### src/rtl/maze_mem_arbiter.sv
// Arbiter sharing the single-port maze tile RAM between the video renderer
// (strict priority, fixed 3-cycle read latency) and the game logic (req/ack).
module maze_mem_arbiter #(
  parameter int ADDR_W     = 10,
  parameter int DATA_W     = 2,
  parameter int STARVE_MAX = 15
) (
  input  logic              clk_i,
  input  logic              reset_i,
  input  logic              vid_req_i,
  input  logic [ADDR_W-1:0] vid_addr_i,
  output logic              vid_valid_o,
  output logic [DATA_W-1:0] vid_data_o,
  input  logic              gm_req_i,
  input  logic              gm_we_i,
  input  logic [ADDR_W-1:0] gm_addr_i,
  input  logic [DATA_W-1:0] gm_wdata_i,
  output logic              gm_ack_o,
  output logic [DATA_W-1:0] gm_rdata_o,
  output logic              gm_starve_o,
  output logic              mem_en_o,
  output logic              mem_we_o,
  output logic [ADDR_W-1:0] mem_addr_o,
  output logic [DATA_W-1:0] mem_wdata_o,
  input  logic [DATA_W-1:0] mem_rdata_i
);

  typedef enum logic [1:0] {G_IDLE, G_CMD, G_DATA, G_ACK} gstate_e;
  typedef enum logic [1:0] {OWN_NONE, OWN_VID, OWN_GAME} owner_e;

  localparam logic [7:0] STARVE_CNT = 8'(STARVE_MAX);

  gstate_e           state_q, state_d;
  owner_e            tag1_q, tag1_d, tag2_q, tag2_d;
  logic              gm_we_q, gm_we_d;
  logic [7:0]        cnt_q, cnt_d;
  logic              starve_q, starve_d;
  logic              mem_en_q, mem_en_d, mem_we_q, mem_we_d;
  logic [ADDR_W-1:0] mem_addr_q, mem_addr_d;
  logic [DATA_W-1:0] mem_wdata_q, mem_wdata_d;
  logic              vid_valid_q, vid_valid_d;
  logic [DATA_W-1:0] vid_data_q, vid_data_d;
  logic              gm_ack_q, gm_ack_d;
  logic [DATA_W-1:0] gm_rdata_q, gm_rdata_d;

  // Next-state: command slot selection, game FSM, starvation counter, capture.
  always_comb begin
    state_d     = state_q;
    gm_we_d     = gm_we_q;
    cnt_d       = cnt_q;
    mem_en_d    = 1'b0;
    mem_we_d    = 1'b0;
    mem_addr_d  = '0;
    mem_wdata_d = '0;
    tag1_d      = OWN_NONE;
    gm_ack_d    = 1'b0;

    // Video always owns the next slot; the game only gets a slot video leaves idle.
    if (vid_req_i) begin
      mem_en_d   = 1'b1;
      mem_addr_d = vid_addr_i;
      tag1_d     = OWN_VID;
    end else if (state_q == G_IDLE && gm_req_i) begin
      mem_en_d    = 1'b1;
      mem_we_d    = gm_we_i;
      mem_addr_d  = gm_addr_i;
      mem_wdata_d = gm_wdata_i;
      tag1_d      = OWN_GAME;
    end else begin
      mem_en_d = 1'b0;
    end

    case (state_q)
      G_IDLE: begin
        if (gm_req_i && !vid_req_i) begin
          state_d = G_CMD;
          gm_we_d = gm_we_i;
          cnt_d   = 8'd0;
        end else if (gm_req_i) begin
          if (cnt_q != STARVE_CNT) cnt_d = cnt_q + 8'd1;
          else                     cnt_d = cnt_q;
        end else begin
          cnt_d = 8'd0;
        end
      end
      G_CMD:   state_d = G_DATA;
      G_DATA: begin
        state_d  = G_ACK;
        gm_ack_d = 1'b1;
      end
      G_ACK:   state_d = G_IDLE;
      default: state_d = G_IDLE;
    endcase

    starve_d = (cnt_d == STARVE_CNT);
    tag2_d   = tag1_q;

    if (tag2_q == OWN_VID) begin
      vid_valid_d = 1'b1;
      vid_data_d  = mem_rdata_i;
    end else begin
      vid_valid_d = 1'b0;
      vid_data_d  = vid_data_q;
    end

    if (tag2_q == OWN_GAME && !gm_we_q) gm_rdata_d = mem_rdata_i;
    else                                gm_rdata_d = gm_rdata_q;
  end

  // State and registered outputs, all cleared by synchronous reset.
  always_ff @(posedge clk_i) begin
    if (reset_i) begin
      state_q     <= G_IDLE;
      tag1_q      <= OWN_NONE;
      tag2_q      <= OWN_NONE;
      gm_we_q     <= 1'b0;
      cnt_q       <= 8'd0;
      starve_q    <= 1'b0;
      mem_en_q    <= 1'b0;
      mem_we_q    <= 1'b0;
      mem_addr_q  <= '0;
      mem_wdata_q <= '0;
      vid_valid_q <= 1'b0;
      vid_data_q  <= '0;
      gm_ack_q    <= 1'b0;
      gm_rdata_q  <= '0;
    end else begin
      state_q     <= state_d;
      tag1_q      <= tag1_d;
      tag2_q      <= tag2_d;
      gm_we_q     <= gm_we_d;
      cnt_q       <= cnt_d;
      starve_q    <= starve_d;
      mem_en_q    <= mem_en_d;
      mem_we_q    <= mem_we_d;
      mem_addr_q  <= mem_addr_d;
      mem_wdata_q <= mem_wdata_d;
      vid_valid_q <= vid_valid_d;
      vid_data_q  <= vid_data_d;
      gm_ack_q    <= gm_ack_d;
      gm_rdata_q  <= gm_rdata_d;
    end
  end

  assign vid_valid_o = vid_valid_q;
  assign vid_data_o  = vid_data_q;
  assign gm_ack_o    = gm_ack_q;
  assign gm_rdata_o  = gm_rdata_q;
  assign gm_starve_o = starve_q;
  assign mem_en_o    = mem_en_q;
  assign mem_we_o    = mem_we_q;
  assign mem_addr_o  = mem_addr_q;
  assign mem_wdata_o = mem_wdata_q;

endmodule
### config.mk
export PLATFORM = sky130hd
export DESIGN_NAME = maze_mem_arbiter
export DESIGN_NICKNAME = d
export VERILOG_FILES = /design/src/rtl/maze_mem_arbiter.sv
export SDC_FILE = /design/constraint.sdc
export NUM_CORES = 1
export LEC_CHECK = 0
export ABC_AREA = 1
export ABC_CLOCK_PERIOD_IN_PS = 1550
export BUFFER_PORTS_ARGS = -buffer_cell sky130_fd_sc_hd__buf_4
export CAP_MARGIN = 20
export CORE_ASPECT_RATIO = 0.8
export CORE_MARGIN = 3
export CORE_UTILIZATION = 44
export CTS_CLUSTER_DIAMETER = 50
export DETAILED_ROUTE_END_ITERATION = 10
export GPL_TIMING_DRIVEN = 1
export PLACE_DENSITY = 0.79
export SYNTH_ARGS = -nofsm -noshare
export SYNTH_HDL_FRONTEND = slang
export SYNTH_SLANG_ARGS = --single-unit
### constraint.sdc
create_clock -name clk_i -period 1.55 [get_ports clk_i]
set_clock_uncertainty 0.15 [all_clocks]
set_input_delay 0.0775 -clock clk_i [delete_from_list [all_inputs] [get_ports clk_i]]
set_output_delay 0.0775 -clock clk_i [all_outputs]
set_load 0.05 [all_outputs]
# [Yosys cells after proc, flatten, opt, wreduce, memory -nomap -nowiden]
# Cells that the tools add are included.
[op_classes] n_eq_ne=8 bitwise=1 reduce_logical=9 add_sub_neg=1 mux=14
[op_table] operator="8-bit 2-to-1 mux" n=4
[op_table] operator="10-bit 2-to-1 mux" n=2
[op_table] operator="8-bit by 1-bit adder with 8-bit output, second input constant" n=1
[op_table] operator="8-bit by 4-bit == test with 1-bit output, second input constant" n=1
[op_table] operator="8-bit by 4-bit inequality test with 1-bit output, second input constant" n=1
[op_table] operator="2-bit case mux with 4 select lines" n=1
[op_table] operator="2-bit == test, second input constant" n=3
[op_table] operator="1-bit 2-to-1 mux" n=5
[op_table] operator="2-bit by 1-bit == test with 1-bit output, second input constant" n=2
[op_table] operator="2-bit 2-to-1 mux" n=2
[op_table] operator="1-bit logical AND" n=3
[op_table] operator="3-bit OR reduction" n=1
[op_table] operator="1-bit logical NOT" n=2
[op_table] operator="2-bit logical NOT" n=1
[op_table] operator="2-bit by 1-bit inequality test with 1-bit output, second input constant" n=1
[op_table] operator="2-bit AND reduction" n=1
[op_table] operator="2-bit OR reduction" n=1
[op_table] operator="1-bit inverter" n=1
[word_totals] out_inout_bits=21 inputBits=29 regBits=36 wordCells=48

# [Logic depth before layout (Yosys ltp)]
# Gate-level depths: netlist of the first run.
[depth] depth_word=6 depth_mapped=11 ltp_nobuf=11

# [Worst setup path before layout of the first run]
# Ideal clock, no wire load.
[synth_timing] path_type="flip-flop to flip-flop" start="register state_q[0]" end="register starve_q, in the netlist gm_starve_o" period_less_slack_ps=1531 setup_time_ps=111 n_path_buf=0 setup_slack_ps=19 required_time_ps=1289 arrival_time_ps=1270 stages_incl_launch_ff=12 path_cell_list="dfxtp_1 inv_1 ha_1 nand2_2 nor2_4 inv_2 nor2_2 nand2_1 nand2_1 nor2_1 nand3_1 nor2_1"
[synth_via] elab_chain_len=3
[synth_rtl] element="start, declared" line="33" source="gstate_e state_q, state_d;"
[synth_rtl] element="start signal, assigned" line="128" source="state_q <= state_d;"
[synth_rtl] element="2-bit logical NOT" line="73" source="case (state_q)"
[synth_rtl] element="8-bit 2-to-1 mux" line="73"
[synth_rtl] element="8-bit by 4-bit == test with 1-bit output" line="95" source="starve_d = (cnt_d == STARVE_CNT);"
[synth_rtl] element="end signal, assigned" line="133" source="starve_q <= starve_d;"
[synth_rtl] element="end, declared" line="37" source="logic starve_q, starve_d;"
# Every way passes these cells.
# A chain may end at the register's enable or synchronous reset.

# [Final worst setup path of the first run]
# Ends and elaborated chain as after synthesis.

==> results of run 1 <==
-- path summary, 6_finish.rpt --
kind,start,end,slack (ps),cells after the start
setup / recovery,state_q[0],gm_starve_o,-30,11
hold / removal,vid_req_i,mem_en_o,30,3
setup reg to reg,state_q[0],gm_starve_o,-30,11
hold reg to reg,tag1_q[0],tag2_q[0],250,2
-- sequential cells by signal, indices dropped and copies added, names as in the netlist, 2 cells and up --
name,count
gm_rdata_o,2
tag2_q,2
mem_addr_o,10
mem_wdata_o,2
vid_data_o,2
cnt_q,8
tag1_q,2
state_q,2
-- power by group through the flow --
| stage | clock network [W] | logic, W | registers (W) |
|---|---|---|---|
| after floorplan | 0 | 0.000277 | 0.00121 |
| after global placement | 0 | 0.000652 | 0.00106 |
| after detailed placement | 0 | 0.000653 | 0.00106 |
| after CTS | 0.000682 | 0.000735 | 0.00105 |
| after global routing | 0.000727 | 0.000918 | 0.00107 |
| final | 0.000679 | 0.000863 | 0.00106 |
-- metal layers --
layer | global-route usage [%] | wire length (um) | vias up
met3 | 7.923 | 322 | 18
met5 | 0 | 0 | -
met1 | 25.38 | 1855 | 692
met4 | 11.48 | 152 | 0
met2 | 38.13 | 2268 | 67
li1 | - | - | 777
-- timing repair --
action                     CTS  global route
setup endpoints to repair    9            14
gates resized for setup      8            24
pin swaps                    4             7
hold endpoints to repair    31             0
hold buffers                29             0
buffers inserted             2             4
-- cell usage in the layout, fill, tap and decap left out, drive strengths merged --
cell type    Yosys  routed
buf              1      60
a22o            10      10
clkinvlp         0       1
dfxtp           36      36
a21oi            9       9
a31o             1       1
xnor2            1       1
clkbuf           3       7
dlygate4sd3      0      29
ha               3       3
o21ai            5       5
o221ai           1       1
nand2           48      48
nand3           10      10
o21bai           1       1
nor2            34      34
inv             25      25
-- logic make-up (layout without fill, tap and decap cells) --
group | count (synthesis) | after routing | synth area share [%]
buf+inv | 29 | 122 | 7.725
simple gates | 92 | 92 | 27.12
xor+xnor | 1 | 1 | 0.6010
fa+ha+maj | 3 | 3 | 2.575
flops | 36 | 36 | 49.44
compound gates | 27 | 27 | 12.53
-- critical path, stage by stage, from the launching register on --
cell,delay (ps)
dfxtp_2,340
inv_2,70
ha_4,150
nand2_4,70
nor2_4,150
inv_2,70
nor2_4,160
nand2_2,80
nand2_1,60
nor2_1,40
nand3_1,90
nor2_1,50
-- final cells by class --
| cell class | count | area share [%] |
|---|---|---|
| Multi-Input combinational cell | 123 | 29.13 |
| Inverter | 25 | 3.880 |
| Tap cell | 40 | 2.069 |
| Timing Repair Buffer | 89 | 30.78 |
| Sequential cell | 36 | 30.26 |
| Clock inverter | 1 | 0.3104 |
| Clock buffer | 7 | 3.570 |
-- per-stage QoR --
step,hold WS (ps),util [%]
floorplan,39.72,-
detailed placement,140.1,60.51
CTS,5.745,73.94
global route,41.55,77.26
global placement,140.2,60.51
finish,32.19,77.26
==> metrics.md, run 1 <==
| Metric | Value |
|---|---|
| Largest net degree at the start of global routing | 14 |
| Synth top area cells | dfxtp_1, nand2_1, nor2_1 |
| IO Pins | 50 |
| Final setup vio count | 1 |
| Post-synth EDFFs | 0 |
| CTS sink count | 36 |
| Starting DRT DRC Count | 72 |
| Seq pwr share | 40.7% |
| Vias per Instance | 4.841 |
| Ys flop type | dfxtp_1 |
| Die H | 57.48 um |
| Final Critical Period | 1584 ps |
| HP Class | input port to flop |
| Pint | 0.001742 W |
| Status | complete, but fails checks |
| Root buf cell | clkbuf_8 |
| Seq cells post-synth | 36 |
| First-pass GRT wire length | 6.982 mm |
| Slew Limit Headroom | 65.77% |
| Vias in the first global route | 1563 |
| Num rows | 18 |
| ANT nets after route | 0 |
| Syn Nets | 220 |
| Max VDD drop | 1045 uV |
| Critical path class | flop to flop |
| Slew Limit Fails | 0 |
| DP HPWL | 2.359 mm |
| Chip width | 70.35 um |
| Syn_area_per_cell | 7.753 um^2 |
| Fin. Hold Viols | 0 |
| Nets | 312 |
| Sw frac | 33.04% |
| Crit share post-route | 102.2% |
| Synth cell types | 20 |
| Layout Cells excl Fill | 321 |
| Failing checks | setup timing |
| Synth async-reset ratio | 0% |
| Seq/Total Area, Yosys | 49.44% |
| Worst setup SP type | flop |
| Port Buffer Count | 49 |
| Setup_tns | -34.08 ps |
| DR vias | 1554 |
| Clk pwr share | 26.1% |
| Initial Util | 46.56% |
| Core ar. | 0.003131 mm^2 |
| Worst Tran Pin Value | 511.8 ps |
| Total of max-cap violations | 0 |
| RSZ-0062 raised after global routing | yes |
| WL/cell | 14.32 um |
| CTS tree | yes |
| Endpoint class of the critical path | flop |
| Top-count cell post-synth | nand2_1 |
| Area of placed instances | 0.001894 mm^2 |
| DR DRC count | 0 |
| Fill count | 187 |
| Antenna violations before repair | 0 |
| Crit path arrival time | 1620 ps |
| Layout cells sized above 1 | 35.59% |
| Critical path peak fanout | 5 |
| Power, Total | 0.002601 W |
| Comb pwr share | 33.2% |
| Clk_lat worst skew | 280 ps |
| Leakage | 1.139 nW |
| Place WS | -48.89 ps |
| Final WL | 4.598 mm |
| Cell accounting for the most synthesized area | dfxtp_1 |
| Post-synth top cells | nand2_1, dfxtp_1, nor2_1 |
| Diodes inserted | 0 |
| Area of the multi-input gates | 704.4 um^2 |
| 1st-pass router iterations | 4 |
| PD cells | 1076 mW/mm^2 |
| Num CTS Buffers | 5 |
| Layout area overhead | 65.92% |
| Syn Std Cell Area | 0.001458 mm^2 |
| Top cell type's share of synthesized area | 49.44% |
| Total track usage | 22.59% |
| P_sw | 0.0008593 W |
| Fin area | 0.002419 mm^2 |
| Cells after Synth | 188 |
| Total global routing overflow | 0 |
| Register area | 732.0 um^2 |
| Ys Warns | 0 |
| F_max | 0.6313 GHz |
| Largest buffer count on any clock path | 2 |
| Worst EP required | 1580 ps |
| Setup ws final | -34.08 ps |
| Clock transition at the registers of the reported paths | 70 ps |
| Die outline area | 0.004044 mm^2 |
| Placed cell count | 278 |
| CTS H-tree depth | 2 |
| GPL Wtd Cong | 0.9068 |
(Power assumes the default switching activity.)
==> run 2, diff against run 1 <==
==> constraint.sdc (replaced) <==
create_clock -name clk_i -period 1.55 [get_ports clk_i]
set_clock_uncertainty 0.15 [all_clocks]
set_input_delay 0.31 -clock clk_i [delete_from_list [all_inputs] [get_ports clk_i]]
set_output_delay 0.31 -clock clk_i [all_outputs]
set_load 0.05 [all_outputs]
==> metrics.md, run 2 (synthesis results as in run 1) <==
| Metric | Value |
|---|---|
| Levels on crit path | 11 |
| Die H | 57.48 um |
| Fin. Hold Viols | 0 |
| Hold depth | 2 |
| Crit share post-route | 99.14% |
| DP HPWL | 2.443 mm |
| Critical path class | flop to flop |
| Initial Util | 46.56% |
| Slew Limit Fails | 0 |
| Root buf cell | clkbuf_8 |
| Crit-path cells | inv_2, ha_4, nand2_4, nor2_4, inv_2, nor2_4, nand2_2, nand2_1, nor2_1, nand3_1, nor2_1 |
| Placed cell count | 279 |
| Commonest non-fill, non-tap cells in the layout | buf_4, nand2_1, dfxtp_1 |
| Vias in the first global route | 1260 |
| Total of max-cap violations | 0 |
| Largest net degree at the start of global routing | 12 |
| Core ar. | 0.003131 mm^2 |
| Status | finished, final reports clean |
| Worst EP required | 1580 ps |
| Max reg flops | 10 |
| Antenna violations before repair | 0 |
| HP Class | input port to flop |
| Endpoint class of the critical path | flop |
| Setup_tns | 0 ps |
| Fill count | 277 |
| Clk_lat worst skew | 280 ps |
| Clock transition at the registers of the reported paths | 70 ps |
| Crit path arrival time | 1560 ps |
| Max incr delay on CP | 330 ps |
| F_max | 0.6507 GHz |
| RSZ-0062 raised after global routing | yes |
| Cts hold-fix bufs | 0 |
| CTS H-tree depth | 2 |
| Leakage | 1.015 nW |
| Layout cells sized above 1 | 40.16% |
| Final Critical Period | 1537 ps |
| Chip width | 70.35 um |
| ANT nets after route | 0 |
| Die outline area | 0.004044 mm^2 |
| CP top delay family | simple AND/OR/NAND/NOR gates |
| Fin area | 0.002122 mm^2 |
| Final WL | 3.276 mm |
| Final setup vio count | 0 |
| Layout Cells excl Fill | 289 |
| Largest buffer count on any clock path | 2 |
| Final core occ | 67.79% |
| Layout area overhead | 45.58% |
| PD cells | 1169 mW/mm^2 |
| Total global routing overflow | 0 |
| WL/cell | 11.34 um |
| Area of the multi-input gates | 724.4 um^2 |
| Num rows | 18 |
| IO Pins | 50 |
| DR vias | 1348 |
| Worst setup SP type | flop |
| Total track usage | 16.05% |
| Num CTS Buffers | 5 |
| Starting DRT DRC Count | 41 |
| GPL Wtd Cong | 0.8955 |
| DR DRC count | 0 |
| CTS sink count | 36 |
| 1st-pass router iterations | 4 |
| Nets | 280 |
| CTS tree | yes |
| First-pass GRT wire length | 5.099 mm |
| Diodes inserted | 0 |
| Max VDD drop | 707.1 uV |
| Most common cell after layout, fill and taps aside | buf_4 |
| Critical path's slowest cell | dfxtp_2 |
| Register area | 729.5 um^2 |
| Port Buffer Count | 49 |
| Reg2Reg Depth | 11 |
| CP Buf/Inv Count | 2 |
| Slew Limit Headroom | 53.71% |
| Worst Tran Pin Value | 691.8 ps |
| Vias per Instance | 4.664 |
| Area of placed instances | 0.001902 mm^2 |
| Critical path peak fanout | 4 |
==> run 2: cell type report <==
| type | instances | share of cell area (%) |
|---|---|---|
| tap | 40 | 2.358 |
| inverter | 25 | 4.422 |
| clock inverter | 2 | 0.4717 |
| sequential | 36 | 34.37 |
| clock buffer | 6 | 3.892 |
| timing repair buffer | 57 | 20.34 |
| multi-input combinational | 123 | 34.14 |
==> run 2: timing repair <==
| action | in CTS | in global routing |
|---|---|---|
| gates resized for setup | 7 | 28 |
| pin swaps | 5 | 13 |
| buffers inserted | 1 | 1 |
| endpoints found under the setup margin | 13 | 12 |
==> run 2: routing by layer <==
| metal | up-vias | share of wire, % | track usage [%] | wire [um] |
|---|---|---|---|---|
| met3 | 2 | 6.7 | 5.634 | 219 |
| met5 | - | 0 | 0 | 0 |
| met4 | 0 | 0.31 | 8.197 | 10 |
| li1 | 713 | - | - | - |
| met1 | 594 | 44 | 19.35 | 1448 |
| met2 | 39 | 49 | 25.47 | 1597 |
==> run 2: final timing paths <==
path                            startpoint           to  slack [ps]
worst max-delay path            state_q[0]  gm_starve_o          10
worst min-delay path               reset_i   state_q[1]          80
worst max register to register  state_q[0]  gm_starve_o          10
worst min register to register   tag1_q[0]    tag2_q[0]         260
==> run 2: worst reg2reg max path: cells and delay by family (launching register included) <==
kind	cells	cell delay, ps
buffers and inverters	2	130
DFF	1	330
adders and majority gates	1	150
and+or+nand+nor	8	660
==> run 2: metrics by stage <==
| stage | hold WS, ps | power (W) | setup slack (ps) |
|---|---|---|---|
| 2_1_floorplan | 238.3 | 0.001490 | 18.90 |
| 3_3_place_gp | 242.0 | 0.001711 | -13.85 |
| 3_5_place_dp | 251.4 | 0.001725 | -81.25 |
| 4_1_cts | 68.64 | 0.002419 | 1.508 |
| 5_1_grt | 63.51 | 0.002622 | -70.96 |
| 6_report | 77.71 | 0.002481 | 13.29 |
==> run 2: power by group <==
part           internal [W]  total (W)  switching (W)
clock network      0.000354   0.000671       0.000317
logic              0.000301   0.000754       0.000453
registers           0.00101    0.00106      0.0000416
total               0.00167    0.00248       0.000811
==> run 3, diff against run 2 <==
--- a/config.mk
+++ b/config.mk
@@ -10,7 +10,6 @@
 export BUFFER_PORTS_ARGS = -buffer_cell sky130_fd_sc_hd__buf_4
 export CAP_MARGIN = 20
 export CORE_ASPECT_RATIO = 0.8
-export CORE_MARGIN = 3
 export CORE_UTILIZATION = 44
 export CTS_CLUSTER_DIAMETER = 50
 export DETAILED_ROUTE_END_ITERATION = 10
==> metrics.md, run 3 (synthesis results as in run 1) <==
| Metric | Value |
|---|---|
| Root buf cell | clkbuf_8 |
| IO Pins | 50 |
| Final setup vio count | 0 |
| Crit-path cells | inv_1, ha_4, nand2_4, nor2_4, inv_2, nor2_4, nand2_2, nand2_2, nor2_1, nand3_1, nor2_1 |
| Slew Limit Fails | 0 |
| Num CTS Buffers | 5 |
| Metal-1 WL | 1.357 mm |
| Layout cells sized above 1 | 36.11% |
| Vias per Instance | 4.671 |
| Total global routing overflow | 0 |
| Seq pwr share | 42.1% |
| Clk_lat worst skew | 280 ps |
| PD cells | 1188 mW/mm^2 |
| Fin. Hold Viols | 0 |
| Endpoint class of the critical path | flop |
| Final WL | 3.099 mm |
| DR DRC count | 0 |
| WL/cell | 10.61 um |
| Crit share post-route | 97.10% |
| Num rows | 18 |
| Max reg flops | 10 |
| Final core occ | 67.11% |
| Critical path class | flop to flop |
| Cts hold-fix bufs | 0 |
| Met2 WL | 1.462 mm |
| Slew Limit Headroom | 52.42% |
| Clk pwr share | 26.7% |
| Die H | 53.48 um |
| Largest net degree at the start of global routing | 14 |
| Pint | 0.001693 W |
| Hold depth | 2 |
| Chip width | 66.35 um |
| CTS sink count | 36 |
| Fin area | 0.002101 mm^2 |
| Total track usage | 17.91% |
| Core ar. | 0.003131 mm^2 |
| Sw frac | 32.18% |
| Largest buffer count on any clock path | 2 |
| Port Buffer Count | 49 |
| Layout area overhead | 44.12% |
| Most common cell after layout, fill and taps aside | buf_4 |
| Max VDD drop | 782.6 uV |
| Antenna violations before repair | 0 |
| 1st-pass router iterations | 4 |
| Final Critical Period | 1505 ps |
| Status | finished, final reports clean |
| Leakage | 1.005 nW |
| Initial Util | 46.56% |
| ANT nets after route | 0 |
| P_sw | 0.0008034 W |
| Total of max-cap violations | 0 |
| Critical path peak fanout | 5 |
| F_max | 0.6644 GHz |
| Starting DRT DRC Count | 66 |
| CTS H-tree depth | 2 |
| Worst setup SP type | flop |
| DR vias | 1364 |
| GPL Wtd Cong | 0.9130 |
| Area of the multi-input gates | 684.4 um^2 |
| Comb pwr share | 31.2% |
| Worst Tran Pin Value | 711.0 ps |
| DP HPWL | 2.263 mm |
| Fill count | 275 |
| DR top layer | met4 |
| Clock transition at the registers of the reported paths | 70 ps |
| Die outline area | 0.003548 mm^2 |
| Worst EP required | 1580 ps |
| Routed length on met3 | 270 um |
| Critical path's slowest cell | dfxtp_1 |
| Nets | 283 |
| Register area | 724.4 um^2 |
| First-pass GRT wire length | 4.616 mm |
| Vias in the first global route | 1126 |
| Area of placed instances | 0.001932 mm^2 |
| Hold WS | 65.96 ps |
| RSZ-0062 raised after global routing | yes |
| CTS tree | yes |
| Crit path arrival time | 1530 ps |
| HP Class | input port to flop |
| Reg2Reg Depth | 11 |
| Max incr delay on CP | 320 ps |
| Commonest non-fill, non-tap cells in the layout | buf_4, nand2_1, dfxtp_1 |
| Diodes inserted | 0 |
==> run 3: cell count changes in the layout (fill, tap and decap cells not counted), sizes merged <==
cell and change:
clkinv -2, clkbuf +1, clkinvlp +2, buf +3
inv -1
==> run 3: area by class of cell <==
type | count | area share, %
inverters | 25 | 4.646
well taps | 40 | 2.382
flip-flops and latches | 36 | 34.48
repair buffers | 60 | 21.44
clock buffers | 7 | 4.110
clock inverters | 1 | 0.3574
multi-input cells | 123 | 32.58
==> run 3: timing repair <==
action,CTS,global route
resized for setup,6,13
buffers inserted,1,0
setup endpoints to repair,1,17
pin swaps,3,6
==> run 3: layer usage <==
layer	vias up	global-route usage, %
li1	718	-
met1	593	22.09
met2	51	28.23
met3	2	7.112
met4	0	6.383
met5	-	0
==> run 3: through the flow <==
step	setup slack (ps)	std cells	TNS (ps)	total power [W]
2_1_floorplan	18.90	188	0	0.001490
6_report	44.98	292	0	0.002497
3_3_place_gp	36.56	283	0	0.001737
3_5_place_dp	-41.36	283	-41.36	0.001740
4_1_cts	8.977	292	0	0.002425
5_1_grt	-36.60	292	-36.60	0.002634
==> run 3: final timing paths <==
path | slack (ps) | start | endpoint
worst min-delay path | 70 | reset_i | vid_valid_o
worst min register to register | 260 | tag1_q[0] | tag2_q[0]
worst max register to register | 40 | state_q[1] | gm_starve_o
worst max-delay path | 40 | state_q[1] | gm_starve_o
==> run 3: power groups by stage <==
stage / combinational [W] / sequential, W / clock [W]
global placement: 0.000681 / 0.00106 / 0
CTS: 0.000702 / 0.00104 / 0.000684
floorplan: 0.000277 / 0.00121 / 0
detailed placement: 0.000681 / 0.00106 / 0
finish: 0.000779 / 0.00105 / 0.000667
global route: 0.000847 / 0.00106 / 0.000728
==> run 3: worst max-delay path, delay by kind of cell (launching register included) <==
| kind | cells | cell delay [ps] |
|---|---|---|
| AND/OR/NAND/NOR | 8 | 640 |
| flip-flops | 1 | 320 |
| buffers and inverters | 2 | 150 |
| adder cells (fa/ha/maj) | 1 | 150 |
